$ cat config.mk
export PLATFORM = sky130hd
export DESIGN_NAME = systolic_controller
export DESIGN_NICKNAME = d
export VERILOG_FILES = /design/src/rtl/systolic_controller.sv
export SDC_FILE = /design/constraint.sdc
export NUM_CORES = 1
export LEC_CHECK = 0
export ABC_CLOCK_PERIOD_IN_PS = 3010
export BUFFER_PORTS_ARGS = -buffer_cell sky130_fd_sc_hd__buf_4
export CAP_MARGIN = 20
export CORE_MARGIN = 5
export CORE_UTILIZATION = 54
export CTS_BUF_LIST = sky130_fd_sc_hd__clkbuf_16
export DETAILED_ROUTE_END_ITERATION = 12
export PLACE_DENSITY_LB_ADDON = 0.25
export SYNTH_ARGS = -nofsm -noshare
export SYNTH_HDL_FRONTEND = slang
export SYNTH_SLANG_ARGS = --single-unit
$ cat constraint.sdc
create_clock -name clk -period 3.01 [get_ports clk]
set_input_delay 0 -clock clk [delete_from_list [all_inputs] [get_ports clk]]
set_output_delay 0 -clock clk [all_outputs]
set_load 0.01 [all_outputs]
$ cat src/rtl/systolic_controller.sv
// Sequencing controller for the buffered systolic module: takes one job and an element
// stream, then drives load/swap/shift/accumulate so k_len vector pairs plus drain zeros flow through.
module systolic_controller #(
  parameter int DATA_WIDTH  = 8,
  parameter int MATRIX_SIZE = 8,
  parameter int ADDR_WIDTH  = $clog2(MATRIX_SIZE),
  parameter int K_WIDTH     = 16,
  parameter int DRAIN_LEN   = 2*MATRIX_SIZE-2
) (
  input  logic                  clk,
  input  logic                  rst,
  input  logic                  start,
  input  logic [K_WIDTH-1:0]    k_len,
  input  logic                  in_valid,
  output logic                  in_ready,
  input  logic [DATA_WIDTH-1:0] in_top_data,
  input  logic [DATA_WIDTH-1:0] in_left_data,
  output logic                  busy,
  output logic                  done,
  output logic                  acc_rst,
  output logic                  acc_en,
  output logic                  shift_en,
  output logic                  buffer_rst_top,
  output logic                  buffer_rst_left,
  output logic                  load_en_top,
  output logic                  load_en_left,
  output logic                  swap_buffers_top,
  output logic                  swap_buffers_left,
  output logic [ADDR_WIDTH-1:0] addr_top,
  output logic [ADDR_WIDTH-1:0] addr_left,
  output logic [DATA_WIDTH-1:0] data_in_top,
  output logic [DATA_WIDTH-1:0] data_in_left
);

  localparam logic [2:0] IDLE  = 3'd0;
  localparam logic [2:0] CLEAR = 3'd1;
  localparam logic [2:0] LOAD  = 3'd2;
  localparam logic [2:0] SWAP  = 3'd3;
  localparam logic [2:0] FEED  = 3'd4;
  localparam logic [2:0] ZERO  = 3'd5;
  localparam logic [2:0] DRAIN = 3'd6;
  localparam logic [2:0] DONE  = 3'd7;

  // A zero-length drain never enters DRAIN, so the counter keeps a minimum width of one bit.
  localparam int DRAIN_CW = (DRAIN_LEN > 0) ? $clog2(DRAIN_LEN + 1) : 1;
  localparam logic [ADDR_WIDTH-1:0] ELEM_LAST  = ADDR_WIDTH'(MATRIX_SIZE - 1);
  localparam logic [DRAIN_CW-1:0]   DRAIN_LAST = DRAIN_CW'(DRAIN_LEN - 1);

  logic [2:0]            state;
  logic [2:0]            state_nxt;
  logic [K_WIDTH-1:0]    k_len_q;
  logic [K_WIDTH-1:0]    k_cnt;
  logic [ADDR_WIDTH-1:0] elem_cnt;
  logic [DRAIN_CW-1:0]   drain_cnt;
  logic                  beat;
  logic                  last_vec;

  assign beat     = in_valid & in_ready;
  assign last_vec = (k_cnt == k_len_q - K_WIDTH'(1));

  always_comb begin
    state_nxt = state;
    case (state)
      IDLE:    if (start) state_nxt = CLEAR;
      CLEAR:   state_nxt = (k_len_q == '0) ? DONE : LOAD;
      LOAD:    if (beat && (elem_cnt == ELEM_LAST)) state_nxt = SWAP;
      SWAP:    state_nxt = FEED;
      FEED:    state_nxt = last_vec ? ZERO : LOAD;
      ZERO:    state_nxt = (DRAIN_LEN == 0) ? DONE : DRAIN;
      DRAIN:   if (drain_cnt == DRAIN_LAST) state_nxt = DONE;
      DONE:    state_nxt = IDLE;
      default: state_nxt = IDLE;
    endcase
  end

  always_ff @(posedge clk or negedge rst) begin
    if (!rst) begin
      state     <= IDLE;
      k_len_q   <= '0;
      k_cnt     <= '0;
      elem_cnt  <= '0;
      drain_cnt <= '0;
    end else begin
      state <= state_nxt;
      case (state)
        IDLE: begin
          if (start) begin
            k_len_q  <= k_len;
            k_cnt    <= '0;
            elem_cnt <= '0;
          end
        end
        LOAD: begin
          if (beat) elem_cnt <= (elem_cnt == ELEM_LAST) ? '0 : elem_cnt + ADDR_WIDTH'(1);
        end
        // k_cnt stops at k_len-1, so the largest k_len never wraps it.
        FEED: begin
          if (!last_vec) k_cnt <= k_cnt + K_WIDTH'(1);
        end
        DRAIN: begin
          drain_cnt <= (drain_cnt == DRAIN_LAST) ? '0 : drain_cnt + DRAIN_CW'(1);
        end
        default: ;
      endcase
    end
  end

  assign busy              = (state != IDLE);
  assign done              = (state == DONE);
  assign in_ready          = (state == LOAD);
  assign acc_rst           = (state == CLEAR);
  assign buffer_rst_top    = (state == CLEAR) || (state == ZERO);
  assign buffer_rst_left   = (state == CLEAR) || (state == ZERO);
  assign swap_buffers_top  = (state == SWAP);
  assign swap_buffers_left = (state == SWAP);
  assign shift_en          = (state == FEED) || (state == DRAIN);
  assign acc_en            = (state == FEED) || (state == DRAIN);

  // Data is forced to zero outside LOAD so every output stays quiet while idle.
  assign load_en_top  = beat;
  assign load_en_left = beat;
  assign addr_top     = elem_cnt;
  assign addr_left    = elem_cnt;
  assign data_in_top  = in_ready ? in_top_data  : '0;
  assign data_in_left = in_ready ? in_left_data : '0;

endmodule

# [Yosys cells after proc, flatten, opt, wreduce, memory -nomap -nowiden]
# Cells that the tools add are included.
[totals] reg_bits=42 wordCells=53 inputBits=36
[op_classes] add_sub_neg=4 bitwise=1 n_reduce_logical=12 mux=16 eq_ne=15
[op_table] cell="16-bit two-way mux" count=2
[op_table] cell="16-bit case mux with 2 select lines" count=1
[op_table] cell="3-bit two-way mux" count=8
[op_table] cell="3-bit case mux with 8 select lines" count=1
[op_table] cell="16-bit by 1-bit adder with 16-bit output (second input constant)" count=1
[op_table] cell="16-bit == test" count=1
[op_table] cell="16-bit logical NOT" count=1
[op_table] cell="8-bit two-way mux" count=2
[op_table] cell="16-bit by 1-bit subtractor with 16-bit output (second input constant)" count=1
[op_table] cell="3-bit == test (second input constant)" count=5
[op_table] cell="3-bit AND reduction" count=3
[op_table] cell="3-bit by 2-bit == test with 1-bit output (second input constant)" count=2
[op_table] cell="2-bit != test (second input constant)" count=3
[op_table] cell="3-bit case mux with 2 select lines" count=1
[op_table] cell="4-bit by 1-bit adder with 4-bit output (second input constant)" count=1
[op_table] cell="4-bit == test (second input constant)" count=1
[op_table] cell="4-bit two-way mux" count=1
[op_table] cell="2-bit by 1-bit != test with 1-bit output (second input constant)" count=2
[op_table] cell="2-bit nonzero test" count=2
[op_table] cell="3-bit by 1-bit adder with 3-bit output (second input constant)" count=1
[op_table] cell="3-bit by 1-bit == test with 1-bit output (second input constant)" count=1
[op_table] cell="3-bit logical NOT" count=1
[op_table] cell="3-bit nonzero test" count=1
[op_table] cell="1-bit logical OR" count=2
[op_table] cell="3 further kinds" count=3

# [Longest topological paths before layout]
# Gate-level depths: netlist of the first run.
[depth] ltp_word=5 mapped_depth=11 depth_no_buf=9

# [Worst setup path before layout of the first run]
# No wires, ideal clock.
[synth_timing] kind="register -> register" start="reg k_len_q[7]" end="reg k_cnt[7]" path_stages_with_launch=10 slack_ns=0.381 arrival_time_ns=2.488 required_time_ns=2.868 setup_time_ns=0.142 n_path_buf=2 synth_period_minus_slack_ns=2.629 cell_sequence="dfrtp_1 buf_6 or4_4 nor3_4 nor2_1 or4_4 nor4_4 buf_6 or3_1 a21oi_2"
[synth_via] elab_chain_len=4
[synth_lines] item="from (decl)" line_no="51" text="logic [K_WIDTH-1:0] k_len_q;"
[synth_lines] item="from (signal assigned)" line_no="88" text="k_len_q <= k_len;"
[synth_lines] item="16-bit by 1-bit subtractor with 16-bit output" line_no="59" text="assign last_vec = (k_cnt == k_len_q - K_WIDTH'(1));"
[synth_lines] item="16-bit == test" line_no="59"
[synth_lines] item="2-bit != test (no line)"
[synth_lines] item="3-bit AND reduction (no line)"
[synth_lines] item="to (signal assigned)" line_no="98" text="if (!last_vec) k_cnt <= k_cnt + K_WIDTH'(1);"
[synth_lines] item="to (decl)" line_no="52" text="logic [K_WIDTH-1:0] k_cnt;"
# Every way passes these cells.
# A chain may end at the register's enable or synchronous reset.

# [Final worst setup path of the first run]
[layout_timing] start="reg k_len_q[0]" end="reg k_cnt[15]"
# The elaborated chain is that of the path after synthesis.

==> results.yml, run 1 <==
yosys:
  synth-seq-cells: 42
  synthArstFlopShare_pct: 100.0
  seq_area_frac_synth_pct: 36.71
  netlist_area_um2: 2863
  synth.net_count: 381
  synth.largest_area_cell: "dfrtp_1"
  syn_inst: 341
  yosys_warnings: 0
  ys_types: 54
  synth_edf_count: 0
  synth_top_area_share_pct: 36.71
  synth_area_per_cell_um2: 8.395
  ys_top_cells_by_area: "dfrtp_1 (37%), nand2_1 (8.3%), and2_1 (4.2%)"
  synth_top_flop_cell: "dfrtp_1"
sta:
  tns_ns: 0
  setup_viol: 0
  slew_headroom_pct: 64.50
  maxSlewViolCount: 0
  tightest_slew_ns: 0.5289
  rsz0062_at_grt: "false"
  fin_crit_sh_pct: 93.54
  hold_viol: 0
  fin_hold_ws_ns: 0.1728
  fin_crit_ns: 2.816
  max_freq_mhz: 355.2
  skew_ns: 0.005661
grt:
  grt_max_degree: 43
  grt_pass1_wl_mm: 12.73
  grt-ovfl-total: 0
  grt_pass1_vias: 2666
  grt_use_total_pct: 22.04
  antenna_found_initial: 0
finish:
  fin_area_um2: 3729
  drive_above_1_share_pct: 25.54
  synthToLayoutAreaGrowth_pct: 30.24
  nets: 458
power_and_ir_drop:
  p_seq_share_pct: 31.8
  internal_power_uw: 1847
  power_density_nw_per_um2: 841.7
  power_leakage_uw: 0.001696
  pwr-share-clk_pct: 19.4
  p_switching_uw: 1291
  p_comb_share_pct: 48.8
  total_power_uw: 3138
  ir_worst_vdd_uv: 535.2
  p_sw_share_pct: 41.14
route:
  drt_iter0_markers: 171
  finalWirelength_mm: 7.488
  route.detailed.drc: 0
  ant_nets: 0
  vias: 2819
  vias_per_cell: 5.753
  wl_per_cell_um: 15.28
  drt-pass1-iter-count: 4
clocking:
  cts_made_buffers: 5
  clock_latency_ns: 0.28
  cts_tree: "built"
  h-tree-depth: 2
  cts.path.max_buffers: 2
  cts_root_buf: "clkbuf_16"
  clock-sinks: 42
  postCtsSetupBuffers: 0
  cts.clk_slew.worst_paths_ns: 0.06
die:
  die-area_um2: 6858
  ios: 70
  die_y_um: 82.81
  die_w_um: 82.81
  placementRows: 26
  start_util_pct: 55.70
  design.core.area_um2: 5140
outcome:
  outcome: "completed"
critical_path:
  cp.arrival_ns: 3.03
  critPathLaunch: "k_len_q[0]$_DFFE_PN0P_"
  worstSetupPathType: "flop to flop"
  cp_slowest_cell: "or4_1"
  max_stage_delay_ns: 0.47
  critical_path_peak_fanout: 23
  worstPathRequired_ns: 3.22
  reg2reg_depth: 10
  rr_startpoint: "k_len_q[0]$_DFFE_PN0P_"
  setup.worst_path.end: "k_cnt[15]$_DFFE_PN0P_"
  start_kind: "flop"
  path_cells: "inv_1, ha_1, nor2b_1, a211oi_1, a32o_1, o22ai_1, nor4_4, buf_4, or4_1, a21oi_1"
  endpoint_kind: "flop"
  r2r_slack_ns: 0.19
  r2r-end: "k_cnt[15]$_DFFE_PN0P_"
flow_run:
  drv_cap: 0
place:
  dpl-instance-area_um2: 3385
  place_congestion: 0.8925
  dpl.hpwl_mm: 5.408
  portBuffers: 69
worst_hold_path:
  hold_path.class: "input pin to flop"
  min_path_cells: 5
[metal layers]
| metal | global-route usage (%) | share of wire [%] |
|---|---|---|
| met1 | 28.72 | 44 |
| met2 | 36.22 | 48 |
| met3 | 5.149 | 6.7 |
| met4 | 6.984 | 1.9 |
| met5 | 0 | 0 |
[placed cells by master, fill, tap and decap left out, drive strengths merged, types with 12 or more instances in the layout]
master and count:
and2 19, a21oi 21, o21ai 21, nor3 12, dlygate4sd3 17, or3 12
dfrtp 42, buf 78, nand2 63, nor2 23
[cell families (layout without fill, tap and decap cells)]
family                   after synthesis  after routing  share of synthesized area (%)
AO/OA/AOI/OAI                         71             71                          16.74
XOR/XNOR                              18             18                          5.507
adder cells (fa/ha/maj)                4              4                          1.748
buffers and inverters                 31            109                          6.075
flip-flops                            42             42                          36.71
multiplexers                           2              2                         0.7430
other                                  0              1                              0
AND/OR/NAND/NOR                      173            173                          32.47
[power groups by stage]
stage	Sequential, uW	Combinational, uW	Clock, uW
finish	999	1530	607
global route	1030	1690	640
detailed placement	1000	1490	0
floorplan	877	1130	0
CTS	993	1520	615
global placement	994	1460	0
[timing repair]
item                                   CTS  global route
setup endpoints to repair                0             5
hold buffers                            17             0
resized for setup                        0             1
endpoints found under the hold margin   58             0
[cell usage after synthesis (5+ instances only)]
| cell | n |
|---|---|
| a21oi_1 | 12 |
| a21oi_2 | 9 |
| and2_1 | 19 |
| and3_1 | 5 |
| buf_4 | 7 |
| clkbuf_1 | 12 |
| dfrtp_1 | 42 |
| inv_1 | 6 |
| nand2_1 | 63 |
| nand3_1 | 7 |
| nor2_1 | 23 |
| nor3_1 | 11 |
| o21ai_0 | 11 |
| o21ai_1 | 10 |
| o31ai_1 | 6 |
| or3_1 | 12 |
| xnor2_1 | 9 |
| xor2_1 | 9 |
[worst max-delay path, delay by kind of cell, from the launching register on]
family / cells / cell delay [ns]
AOI/OAI and AO/OA: 4 / 0.85
adders and majority gates: 1 / 0.33
buffers and inverters: 2 / 0.32
DFF: 1 / 0.44
and+or+nand+nor: 3 / 0.80
[worst min-delay path by stage]
stage,to,from,slack [ns]
after floorplan,addr_left[0]$_DFFE_PN0P_,rst,-0.30
after global placement,drain_cnt[3]$_DFFE_PN0P_,rst,0.02
after detailed placement,drain_cnt[3]$_DFFE_PN0P_,rst,0.03
after CTS,state[0]$_DFFE_PN0P_,start,0.16
after global routing,state[0]$_DFFE_PN0P_,start,0.19
final,state[0]$_DFFE_PN0P_,start,0.17
[stage by stage]
step	std cells	worst slack (ns)	utilization (%)
after floorplan	341	0.3805	-
after global placement	464	0.2945	65.85
after detailed placement	464	0.2594	65.85
after CTS	489	0.2215	72.37
after global routing	489	0.02318	72.49
final	490	0.1944	72.54
[area by class of cell]
cell class / instances / area (um^2)
repair buffers: 95 / 755.7
flip-flops and latches: 42 / 1051
clock inverters: 3 / 40.04
diodes: 1 / 2.502
multi-input cells: 268 / 1644
clock buffers: 5 / 125.1
fillers: 388 / 1411
inverters: 6 / 22.52
well taps: 70 / 87.58
[sequential cells by signal (all words and copies together), names as in the netlist]
register,flops
drain_cnt,4
k_len_q,16
addr_left,3
k_cnt,16
state,3
No activity file was read; power rests on OpenSTA's default activity.
==> run 2: changes to the inputs <==
--- a/config.mk
+++ b/config.mk
@@ -9,7 +9,7 @@
 export BUFFER_PORTS_ARGS = -buffer_cell sky130_fd_sc_hd__buf_4
 export CAP_MARGIN = 20
 export CORE_MARGIN = 5
-export CORE_UTILIZATION = 54
+export CORE_UTILIZATION = 45
 export CTS_BUF_LIST = sky130_fd_sc_hd__clkbuf_16
 export DETAILED_ROUTE_END_ITERATION = 12
 export PLACE_DENSITY_LB_ADDON = 0.25
==> run 2 against run 1 <==
  * Die area grew 17%
  * Via count shrank 2.0%
  * Clock power about the same
  * Global-route usage is 3.4 points lower
  * Clock-buffer cell count unchanged
  * Hold slack got worse by 0.0070 ns
  * Critical path type unchanged
  * Critical endpoint is now k_cnt[7]$_DFFE_PN0P_
  * Largest power group unchanged
==> results.yml, run 2 (synthesized netlist as in run 1, its figures left out) <==
finish:
  diodes: 0
  reg.largest.list: "k_cnt x16, k_len_q x16, drain_cnt x4"
  final_cell_mix: "buf_4 (81), nand2_1 (63), dfrtp_1 (42)"
  nets: 461
  layout_commonest_cell: "buf_4"
  synthToLayoutAreaGrowth_pct: 31.03
  fill_cells: 548
  multi_input_area_um2: 1638
  postLayoutCoreUtil_pct: 59.76
  drive_above_1_share_pct: 25.83
  regArea_um2: 1051
place:
  place_congestion: 0.8593
  pre_cts_slack_ns: 0.1686
  dpl.hpwl_mm: 5.607
  portBuffers: 69
route:
  drt-met1-wl_mm: 3.179
  vias: 2762
  finalWirelength_mm: 7.554
  drt-pass1-iter-count: 5
  met3_length_um: 562
  drt_iter0_markers: 204
  ant_nets: 0
  route.detailed.drc: 0
  wl_met2_mm: 3.689
  top_layer_used: "met4"
  vias_per_cell: 5.535
  wl_per_cell_um: 15.14
power_and_ir_drop:
  p_seq_share_pct: 31.3
  power_density_nw_per_um2: 840.4
  ir_worst_vdd_uv: 549.5
  pwr-share-clk_pct: 19.2
  p_switching_uw: 1288
  p_sw_share_pct: 40.86
  power_leakage_uw: 0.001712
  internal_power_uw: 1864
  p_comb_share_pct: 49.5
sta:
  maxSlewViolCount: 0
  setup_viol: 0
  fin_ws_ns: 0.2189
  fin_hold_ws_ns: 0.1658
  tns_ns: 0
  max_freq_mhz: 358.3
  rsz0062_at_grt: "false"
  tightest_slew_ns: 0.5531
  skew_ns: 0.005126
  fin_crit_sh_pct: 92.73
  slew_headroom_pct: 62.88
  hold_viol: 0
  fin_crit_ns: 2.791
critical_path:
  reg2reg_depth: 8
  critical_path_peak_fanout: 9
  rr_startpoint: "k_len_q[3]$_DFFE_PN0P_"
  r2r-end: "k_cnt[7]$_DFFE_PN0P_"
  cp.arrival_ns: 2.95
  r2r_slack_ns: 0.22
  path_cells: "or4_4, nor3_4, nor2_1, or4_4, nor4_4, buf_4, or3_1, a21oi_2"
  start_kind: "flop"
  endpoint_kind: "flop"
  setup.worst_path.end: "k_cnt[7]$_DFFE_PN0P_"
  cp_slowest_cell: "or4_4"
  worstPathRequired_ns: 3.17
  worstSetupPathType: "flop to flop"
  critPathLaunch: "k_len_q[3]$_DFFE_PN0P_"
  max_stage_delay_ns: 0.59
  cp_common_cell: "or4_4"
die:
  design.core.area_um2: 6277
  start_util_pct: 45.60
  die-area_um2: 8057
  placementRows: 29
  die_y_um: 89.76
  ios: 70
  die_w_um: 89.76
grt:
  grt-ovfl-total: 0
  antenna_found_initial: 0
  grt_pass1_wl_mm: 12.68
  grt_max_degree: 43
  grt_pass1_vias: 2594
  grt_use_total_pct: 18.62
clocking:
  h-tree-depth: 2
  cts_root_buf: "clkbuf_16"
  cts_tree: "built"
  clock-sinks: 42
  clock_latency_ns: 0.28
  cts.clk_slew.worst_paths_ns: 0.06
  cts_made_buffers: 5
  cts_resized: 0
  postCtsSetupBuffers: 0
  cts.path.max_buffers: 2
worst_hold_path:
  worstHoldStart: "start"
  hold_path.class: "input pin to flop"
flow_run:
  drv_cap: 0
outcome:
  outcome: "completed"
==> run 2: cell count changes in the layout (fill, tap and decap cells not counted) <==
cell / delta
nor4bb_2: -1
nor4bb_1: +1
buf_4: +3
diode_2: -1
==> run 2: per-stage QoR <==
stage          total power [uW]  std cells  instance area, um^2
6_report                   3153        499                 3751
5_1_grt                    3390        499                 3751
4_1_cts                    3169        499                 3751
3_5_place_dp               2530        474                 3416
3_3_place_gp               2486        474                 3416
2_1_floorplan              2006        341                 2863
==> run 2: routing by layer <==
metal / GRT usage (%) / vias up
met5: 0 / -
met4: 4.786 / 0
met3: 5.342 / 12
met2: 31.59 / 97
met1: 23.13 / 1294
li1: - / 1359
==> run 2: area by class of cell <==
| type | count | share of cell area [%] |
|---|---|---|
| multi-input combinational | 268 | 43.66 |
| sequential | 42 | 28.02 |
| timing repair buffer | 98 | 20.75 |
| clock buffer | 5 | 3.336 |
| tap | 77 | 2.568 |
| clock inverter | 3 | 1.067 |
| inverter | 6 | 0.6004 |
==> run 2: power groups by stage <==
stage                     Clock (uW)  Combinational (uW)  Sequential (uW)
final                            605                1560              986
after global routing             638                1730             1020
after CTS                        617                1570              985
after detailed placement           0                1540              993
after global placement             0                1500              982
after floorplan                    0                1130              877
==> run 2: critical path: cells and delay by family (launching register included) <==
family | cells | cell delay, ns
simple gates | 6 | 1.90
compound gates | 1 | 0.06
buf+inv | 1 | 0.23
flops | 1 | 0.48
==> run 2: worst min path at each step <==
stage          slack, ns  depth (start not counted)                        to
2_1_floorplan      -0.30                          0  addr_left[0]$_DFFE_PN0P_
3_3_place_gp        0.02                          1  drain_cnt[3]$_DFFE_PN0P_
3_5_place_dp        0.03                          1  drain_cnt[2]$_DFFE_PN0P_
4_1_cts             0.15                          5      state[0]$_DFFE_PN0P_
5_1_grt             0.23                          5      state[0]$_DFFE_PN0P_
6_report            0.17                          5      state[0]$_DFFE_PN0P_
==> run 2: timing repair <==
item                                    CTS  global route
hold buffers                             17             0
endpoints found under the setup margin    0             4
endpoints found under the hold margin    58             0
==> run 3: changes to the inputs <==
--- a/config.mk
+++ b/config.mk
@@ -5,9 +5,11 @@
 export SDC_FILE = /design/constraint.sdc
 export NUM_CORES = 1
 export LEC_CHECK = 0
+export ABC_AREA = 0
 export ABC_CLOCK_PERIOD_IN_PS = 3010
 export BUFFER_PORTS_ARGS = -buffer_cell sky130_fd_sc_hd__buf_4
 export CAP_MARGIN = 20
+export CORE_ASPECT_RATIO = 2
 export CORE_MARGIN = 5
 export CORE_UTILIZATION = 45
 export CTS_BUF_LIST = sky130_fd_sc_hd__clkbuf_16
==> run 3 against run 2 <==
  * Via count up 0.76%
  * Worst setup slack worse by 0.078 ns
  * Utilization increased by 0.14 points
  * Combinational power barely moved
  * Sequential cell count is the same
  * Non-clock buffer count shrank 4
  * Critical path depth did not move
  * Critical path type unchanged
  * Largest cell class unchanged
==> results.yml, run 3 (synthesized netlist as in run 1, its figures left out) <==
grt:
  grt_pass1_vias: 2808
  grt_use_total_pct: 20.94
  grt_pass1_wl_mm: 13.03
  grt-ovfl-total: 0
  grt_max_degree: 43
  antenna_found_initial: 0
route:
  route.detailed.drc: 0
  drt-pass1-iter-count: 4
  ant_nets: 0
  vias_per_cell: 5.522
  wl_per_cell_um: 15.95
  finalWirelength_mm: 8.039
  drt_iter0_markers: 112
  vias: 2783
finish:
  layout_commonest_cell: "buf_4"
  fill_cells: 593
  finalNonFillerCells: 504
  synthToLayoutAreaGrowth_pct: 30.94
  reg.largest.list: "k_cnt x16, k_len_q x16, drain_cnt x4"
  drive_above_1_share_pct: 25.12
  diodes: 0
  final_cell_mix: "buf_4 (76), nand2_1 (63), dfrtp_1 (42)"
  multi_input_area_um2: 1638
  regArea_um2: 1051
  nets: 457
place:
  dp_cells: 479
  place_congestion: 0.9025
  dpl.hpwl_mm: 6.173
  portBuffers: 69
die:
  start_util_pct: 45.74
  placementRows: 41
  die_y_um: 122.8
  die_w_um: 66.40
  die-area_um2: 8154
  ios: 70
  design.core.area_um2: 6259
clocking:
  postCtsSetupBuffers: 0
  cts_root_buf: "clkbuf_16"
  cts_made_buffers: 5
  cts_tree: "built"
  cts.path.max_buffers: 2
  clock-sinks: 42
  cts.clk_slew.worst_paths_ns: 0.06
  clock_latency_ns: 0.29
  hold_buffers: 17
  h-tree-depth: 2
  cts_resized: 0
power_and_ir_drop:
  power_leakage_uw: 0.001694
  ir_worst_vdd_uv: 367.8
  power_density_nw_per_um2: 844.4
critical_path:
  critical_path_peak_fanout: 9
  cp.arrival_ns: 3.09
  cp_slowest_cell: "or4_4"
  endpoint_kind: "flop"
  path_cells: "or4_4, nor3_4, a21oi_1, o22ai_1, nor4bb_1, buf_4, or4b_1, a21oi_2"
  max_stage_delay_ns: 0.64
  worstPathRequired_ns: 3.23
  worstSetupPathType: "flop to flop"
  start_kind: "flop"
sta:
  setup_viol: 0
  rsz0062_at_grt: "false"
  fin_crit_sh_pct: 95.33
  slew_headroom_pct: 62.19
  maxSlewViolCount: 0
  max_freq_mhz: 348.5
  skew_ns: 0.007095
  tightest_slew_ns: 0.5634
  fin_crit_ns: 2.869
  tns_ns: 0
  hold_viol: 0
flow_run:
  drv_cap: 0
worst_hold_path:
  hold_path.class: "input pin to flop"
outcome:
  outcome: "completed"
[run 3: changes by cell type in the layout (fill, tap and decap cells not counted)]
cell	change
buf_12	+1
inv_6	+1
buf_4	-5
clkinv_2	-1
[run 3: path summary, 6_finish.rpt]
check / to / from / slack [ns] / depth (start not counted)
worst max-delay path: k_cnt[14]$_DFFE_PN0P_ / k_len_q[2]$_DFFE_PN0P_ / 0.14 / 8
worst min-delay path: state[0]$_DFFE_PN0P_ / start / 0.18 / 5
worst max register to register: k_cnt[14]$_DFFE_PN0P_ / k_len_q[2]$_DFFE_PN0P_ / 0.14 / 8
worst min register to register: drain_cnt[0]$_DFFE_PN0P_ / drain_cnt[0]$_DFFE_PN0P_ / 0.51 / 1
max in group asynchronous: k_len_q[11]$_DFFE_PN0P_ / rst / 2.39 / 2
min in group asynchronous: drain_cnt[2]$_DFFE_PN0P_ / rst / 0.23 / 2
[run 3: critical path, delay by kind of cell (launching register included)]
kind | cells | cell delay, ns
AND/OR/NAND/NOR | 4 | 1.50
AO/OA/AOI/OAI | 3 | 0.60
flip-flops | 1 | 0.51
buffers and inverters | 1 | 0.18
[run 3: where the power goes]
group	total, uW	switching (uW)	internal (uW)	leakage [uW]
registers	988	262	726	0.000549
clock network	623	230	393	0.0000842
logic	1550	830	724	0.00106
total	3170	1320	1840	0.00169
[run 3: per-layer routing]
metal / wire length, um / vias to the layer above / GRT usage (%)
met3: 373 / 25 / 3.663
met1: 2807 / 1329 / 20.48
met5: 0 / - / 0
met2: 4473 / 76 / 38.77
li1: - / 1353 / -
met4: 386 / 0 / 13.36
[run 3: area by class of cell]
cell class,count,area share (%)
Clock buffer,5,3.338
Clock inverter,3,1.168
Inverter,6,0.6008
Multi-Input combinational cell,268,43.69
Sequential cell,42,28.04
Tap cell,86,2.870
Timing Repair Buffer,94,20.29
[run 3: through the flow]
step / hold WS [ns] / instance area (um^2) / setup slack (ns) / total power, uW / utilization, %
2_1_floorplan: -0.2956 / 2863 / 0.3805 / 2006 / -
3_3_place_gp: 0.02234 / 3410 / 0.2462 / 2486 / 54.48
3_5_place_dp: 0.02368 / 3410 / 0.1901 / 2531 / 54.48
4_1_cts: 0.1770 / 3749 / 0.1666 / 3181 / 59.90
5_1_grt: 0.1902 / 3749 / 0.03767 / 3386 / 59.90
6_report: 0.1817 / 3749 / 0.1407 / 3165 / 59.90
